===== src/rtl/switch_debouncer.sv =====
// switch_debouncer: multi-channel push-button conditioner.
// Each raw switch pin is brought into the clk domain through a two-flop
// synchronizer, then must hold a new level for DEBOUNCE_CYCLES consecutive
// synchronized cycles before the debounced level follows it.
//
// Ports:
//   clk      - system clock, all logic on the rising edge
//   rst_n    - synchronous active-low reset
//   sw_raw   - raw, asynchronous, bouncing switch pins (1 = pressed)
//   sw_db    - debounced level per channel
//   sw_rise  - one-cycle strobe coincident with sw_db going 0->1
//   sw_fall  - one-cycle strobe coincident with sw_db going 1->0
module switch_debouncer #(
    parameter int unsigned NUM_SW          = 4,
    parameter int unsigned DEBOUNCE_CYCLES = 250000
) (
    input  logic              clk,
    input  logic              rst_n,
    input  logic [NUM_SW-1:0] sw_raw,
    output logic [NUM_SW-1:0] sw_db,
    output logic [NUM_SW-1:0] sw_rise,
    output logic [NUM_SW-1:0] sw_fall
);

    localparam int unsigned CNT_W = (DEBOUNCE_CYCLES > 1) ? $clog2(DEBOUNCE_CYCLES) : 1;
    localparam logic [CNT_W-1:0] CNT_MAX = CNT_W'(DEBOUNCE_CYCLES - 1);

    // Per-channel mode, decoded from the synchronized level versus the accepted level
    typedef enum logic {
        ST_STABLE   = 1'b0,
        ST_COUNTING = 1'b1
    } ch_state_e;

    logic [NUM_SW-1:0] r_s1;
    logic [NUM_SW-1:0] r_s2;
    logic [NUM_SW-1:0] r_db;
    logic [NUM_SW-1:0] r_rise;
    logic [NUM_SW-1:0] r_fall;
    logic [CNT_W-1:0]  r_cnt [NUM_SW];

    ch_state_e         w_state [NUM_SW];
    logic [NUM_SW-1:0] w_db_nxt;
    logic [NUM_SW-1:0] w_rise_nxt;
    logic [NUM_SW-1:0] w_fall_nxt;
    logic [CNT_W-1:0]  w_cnt_nxt [NUM_SW];

    // Next-state logic: count while the synchronized level disagrees, accept at terminal count
    always_comb begin
        w_db_nxt   = r_db;
        w_rise_nxt = '0;
        w_fall_nxt = '0;
        for (int i = 0; i < NUM_SW; i++) begin
            w_cnt_nxt[i] = '0;
            w_state[i]   = (r_s2[i] != r_db[i]) ? ST_COUNTING : ST_STABLE;
            case (w_state[i])
                ST_STABLE: begin
                    // A level that reverted before acceptance lands here and the count restarts
                    w_cnt_nxt[i] = '0;
                end
                ST_COUNTING: begin
                    if (r_cnt[i] == CNT_MAX) begin
                        w_db_nxt[i]   = r_s2[i];
                        w_rise_nxt[i] = r_s2[i];
                        w_fall_nxt[i] = ~r_s2[i];
                        w_cnt_nxt[i]  = '0;
                    end else begin
                        w_cnt_nxt[i] = r_cnt[i] + CNT_W'(1);
                    end
                end
                default: begin
                    w_cnt_nxt[i] = '0;
                end
            endcase
        end
    end

    // Synchronizer, accepted level, strobes and counters
    always_ff @(posedge clk) begin
        if (!rst_n) begin
            r_s1   <= '0;
            r_s2   <= '0;
            r_db   <= '0;
            r_rise <= '0;
            r_fall <= '0;
            for (int i = 0; i < NUM_SW; i++) begin
                r_cnt[i] <= '0;
            end
        end else begin
            r_s1   <= sw_raw;
            r_s2   <= r_s1;
            r_db   <= w_db_nxt;
            r_rise <= w_rise_nxt;
            r_fall <= w_fall_nxt;
            for (int i = 0; i < NUM_SW; i++) begin
                r_cnt[i] <= w_cnt_nxt[i];
            end
        end
    end

    assign sw_db   = r_db;
    assign sw_rise = r_rise;
    assign sw_fall = r_fall;

endmodule

===== config.mk =====
export PLATFORM = sky130hd
export DESIGN_NAME = switch_debouncer
export DESIGN_NICKNAME = d
export VERILOG_FILES = /design/src/rtl/switch_debouncer.sv
export SDC_FILE = /design/constraint.sdc
export NUM_CORES = 1
export LEC_CHECK = 0
export ABC_AREA = 1
export CAP_MARGIN = 25
export CORE_MARGIN = 10
export CORE_UTILIZATION = 30
export CTS_CLUSTER_SIZE = 12
export DETAILED_ROUTE_END_ITERATION = 16
export PLACE_DENSITY_LB_ADDON = 0.12
export RECOVER_POWER = 25
export SKIP_CTS_REPAIR_TIMING = 1
export SLEW_MARGIN = 15
export SYNTH_ARGS = -nofsm -noshare
export SYNTH_HDL_FRONTEND = slang
export SYNTH_SLANG_ARGS = --single-unit

===== constraint.sdc =====
create_clock -name clk -period 2.2 [get_ports clk]
set_input_delay 0.44 -clock clk [delete_from_list [all_inputs] [get_ports clk]]
set_output_delay 0.44 -clock clk [all_outputs]
set_load 0.02 [all_outputs]

* Word-level counts from Yosys, hierarchy flattened
Memory sizes are Yosys's and may differ from the RTL's.
Index checks and enable logic that the tools add are counted.
** Storage, ports and cells
- Bits of input ports :: 6
- Latch bits :: 0
- Output and inout port bits :: 12
- Memories kept :: 1
- Logic and storage cells :: 65
- ROM bits :: 0
- Register bits :: 20
- Memory bits (writable) :: 72
** Memories
- r_cnt :: depth 4, bits a word 18, rd ports 4, clocked after memory_dff 0, wr ports 4, RTL line 39 : logic [CNT_W-1:0] r_cnt [NUM_SW];
** Operators by class
- Magnitude comparators :: 0
- Multiply operators :: 0
- Multiplexer cells :: 18
- Add/sub/neg operators :: 4
- Bitwise gates (word level) :: 12
- Equal/unequal tests :: 8
- Shift-type cells :: 0
- Div/mod/pow operators :: 0
- Reduce and logical (&&, ||, !) cells :: 8
** Operators with widths (count)
- $mux W18 :: 8
- $pmux W18 S2 :: 4
- $add A18 B1 Y18 const B :: 4
- $eq A18 B18 Y1 const B :: 4
- $reduce_and A3 Y1 :: 4
- $not A1 Y1 :: 8
- $reduce_and A2 Y1 :: 4
- $mux W1 :: 6
- $ne A1 B1 Y1 :: 4
- $or A1 B1 Y1 :: 4

* Depth between registers and ports, before layout
- Word-level depth :: 5
- Gate-level depth with buffers :: 10
- Depth with buffers taken out :: 10

* Least setup slack after synthesis
No wires, ideal clock.
- Path type :: reg-to-reg
- From :: memory r_cnt[2][0] in the netlist's numbering
- To :: memory r_cnt[2][13] in the netlist's numbering
- Cell stages (with the launch flop) :: 10
- Clock period less this slack :: 1422 ps
- Arrival :: 1307 ps
- Library setup time :: 115 ps
- Data required time :: 2085 ps
- Buffers on the path :: 1
- Setup slack :: 778 ps
- Cell sequence :: dfxtp_1 ha_1 nand3_4 clkinv_2 nand3_4 nor2_4 nand2_2 nand2_4 buf_12 nor2_2
** RTL lines (RTL line)
- start, declared :: 39

* Worst setup path in the final report
- From :: register r_db[0], in the netlist sw_db[0]
- To :: output port sw_db[0]
** RTL lines
- start, declared :: RTL line 36 : logic [NUM_SW-1:0] r_db;
- start signal, assigned :: RTL line 91 : r_db <= w_db_nxt;
- end, declared :: RTL line 20 : output logic [NUM_SW-1:0] sw_db,
No word-level cell between the ends.

==> qor.csv <==
metric,value,unit
dpl.hpwl,6.84,mm
avgRoutedWirePerCell,10.6,um
drt_iter0_drc,184,
synth-compound-area-share,5.98,%
final_common_cell,nand2_1,
max_freq,0.550,GHz
synthCells,628,
clkSinkCount,92,
synth-main-ff-cell,dfxtp_1,
grt_max_degree,19,
synthDistinctLibCells,33,
fin_nets,661,
critPathMaxFanout,4,
initial_core_util,30.3,%
path_cells,clkdlybuf4s50_1,
fillers,1569,
rows,44,
synth_edf_count,0,
insertion_delay,0.34,ns
drc,0,
layout_common_cells,"148 x nand2_1, 135 x nor2_1, 92 x dfxtp_1",
antenna_found_initial,0,
fin_cells,838,
critical_path.top_delay_family,buffers and inverters,
yosys.area_share.simple,37.2,%
design.core.area,14400,um^2
post-route-min-period,1.82,ns
cp_data_arrival_time,1.38,ns
cp-start-kind,register,
post_dp_cell_area,4720,um^2
die_width,141,um
min-delay-path-class,register to register,
critPathSlowestCell,clkdlybuf4s50_1,
fin_skew,0.00525,ns
finalPower,3.20,mW
multi_input_comb_area,2170,um^2
drive_gt1_share,6.12,%
worst_slew_pin_slew,0.425,ns
max_stage_delay,0.64,ns
fin_crit_sh,82.6,%
synthAdderAreaFrac,1.14,%
vias,3683,
yosysSeqAreaShare,42.1,%
power_density,643,nW/um^2
async_flop_share,0,%
final-setup-viol-count,0,
tns,0,ns
cts_made_buffers,9,
overflow,0,
slew_violations,0,
cp.required,1.76,ns
antenna_cells,0,
ys_ff_latch,92,
pin_count,18,
clk_pin_slew,0.06,ns
hold_viol,0,
path_class,register to output pin,
htreeDepth,3,
slew_headroom,71.6,%
status,"complete, no violations",
finalWirelength,8.91,mm
drv_cap,0,
die_y,141,um
synth_nets,638,
gp_congestion,0.829,
crit_path_end_kind,output pin,
dpl.cell_count,824,
timing.hold.ws,0.408,ns
peakVddDrop,0.000310,V
regArea,1840,um^2
avgSynthCellArea,6.96,um^2
crit_buf_inv,1,
cts_tree,yes,
ant_nets,0,
grt_pass1_wl,15.9,mm
grt_pass1_vias,3506,
firstDrtPassIters,4,
grt.total_usage,9.61,%
stdcell_area,4970,um^2
r2r_slack,0.52,ns
ys_warn_count,0,
synthXorXnorAreaFrac,5.61,%
vias_per_cell,4.39,
synth_area,4370,um^2
clockRootBuffer,clkbuf_16,
synthMuxAreaShare,0,%
area_growth,13.7,%
port_buffers,17,
die_area,19800,um^2
rsz0062_at_grt,no,
synth_top_family_by_area,simple AND/OR/NAND/NOR gates,
cts_max_path_buffers,2,
leakagePower,1.66,nW
## flip-flops by register name, summed over array words and instances (netlist names)
register  count
r_cnt        72
r_s1          4
r_s2          4
sw_db         4
sw_fall       4
sw_rise       4
## cell type report
cell class | instances | area share (%)
multi-input combinational | 454 | 43.6
sequential | 92 | 37.0
inverter | 76 | 5.76
clock buffer | 11 | 4.68
tap | 184 | 4.63
timing repair buffer | 18 | 3.50
clock inverter | 3 | 0.805
## where the power goes
part	total, mW	switching [mW]	internal [mW]
Combinational	0.0443	0.0277	0.0166
Clock	1.47	0.610	0.864
Sequential	1.68	0.00543	1.67
Total	3.20	0.644	2.56
## cell families after synthesis
| group | count (synthesis) |
|---|---|
| simple gates | 372 |
| flops | 92 |
| buf+inv | 82 |
| compound gates | 50 |
| xor+xnor | 28 |
| fa+ha+maj | 4 |
## cells in the mapped netlist (2+ instances only)
cell type,number,area share [%]
nor2_4,4,1.0
nor2_1,133,11
nand3_1,37,4.2
nand2_1,147,13
a21oi_1,30,3.4
nand2_4,2,0.51
dfxtp_1,92,42
xor2_1,21,4.2
or2_0,2,0.29
nor2_2,11,1.6
buf_6,3,0.77
o21ai_0,14,1.6
nand4_1,11,1.6
xnor2_1,7,1.4
nor3_1,8,0.92
nand2_2,6,0.86
inv_1,74,6.4
o21ai_1,2,0.23
or2_2,5,0.72
a21oi_2,2,0.40
nand3_4,2,0.80
ha_1,4,1.1
## metal layers
layer	vias to the layer above	track usage (%)	part of all wire, %
li1	2000	-	-
met1	1642	11.8	50
met2	30	15.3	45
met3	11	2.22	2.7
met4	0	5.05	2.2
met5	-	0	0
## metrics by stage
stage	setup WS, ns	utilization (%)
after global placement	0.290	32.7
after global routing	0.263	34.5
after floorplan	0.778	-
final	0.382	34.5
after CTS	0.336	34.6
after detailed placement	0.227	32.7
## worst paths after layout
path	depth (start not counted)	end	startpoint
worst min register to register	2	r_s2[0]$_SDFF_PN0_	r_s1[0]$_SDFF_PN0_
worst max register to register	8	r_cnt[1][14]$_SDFF_PP0_	r_cnt[1][0]$_SDFF_PP0_
worst min-delay path	2	r_s2[0]$_SDFF_PN0_	r_s1[0]$_SDFF_PN0_
worst max-delay path	1	sw_db[0]	sw_db[0]$_SDFFE_PN0P_
Power figures use the tool's default switching activity.
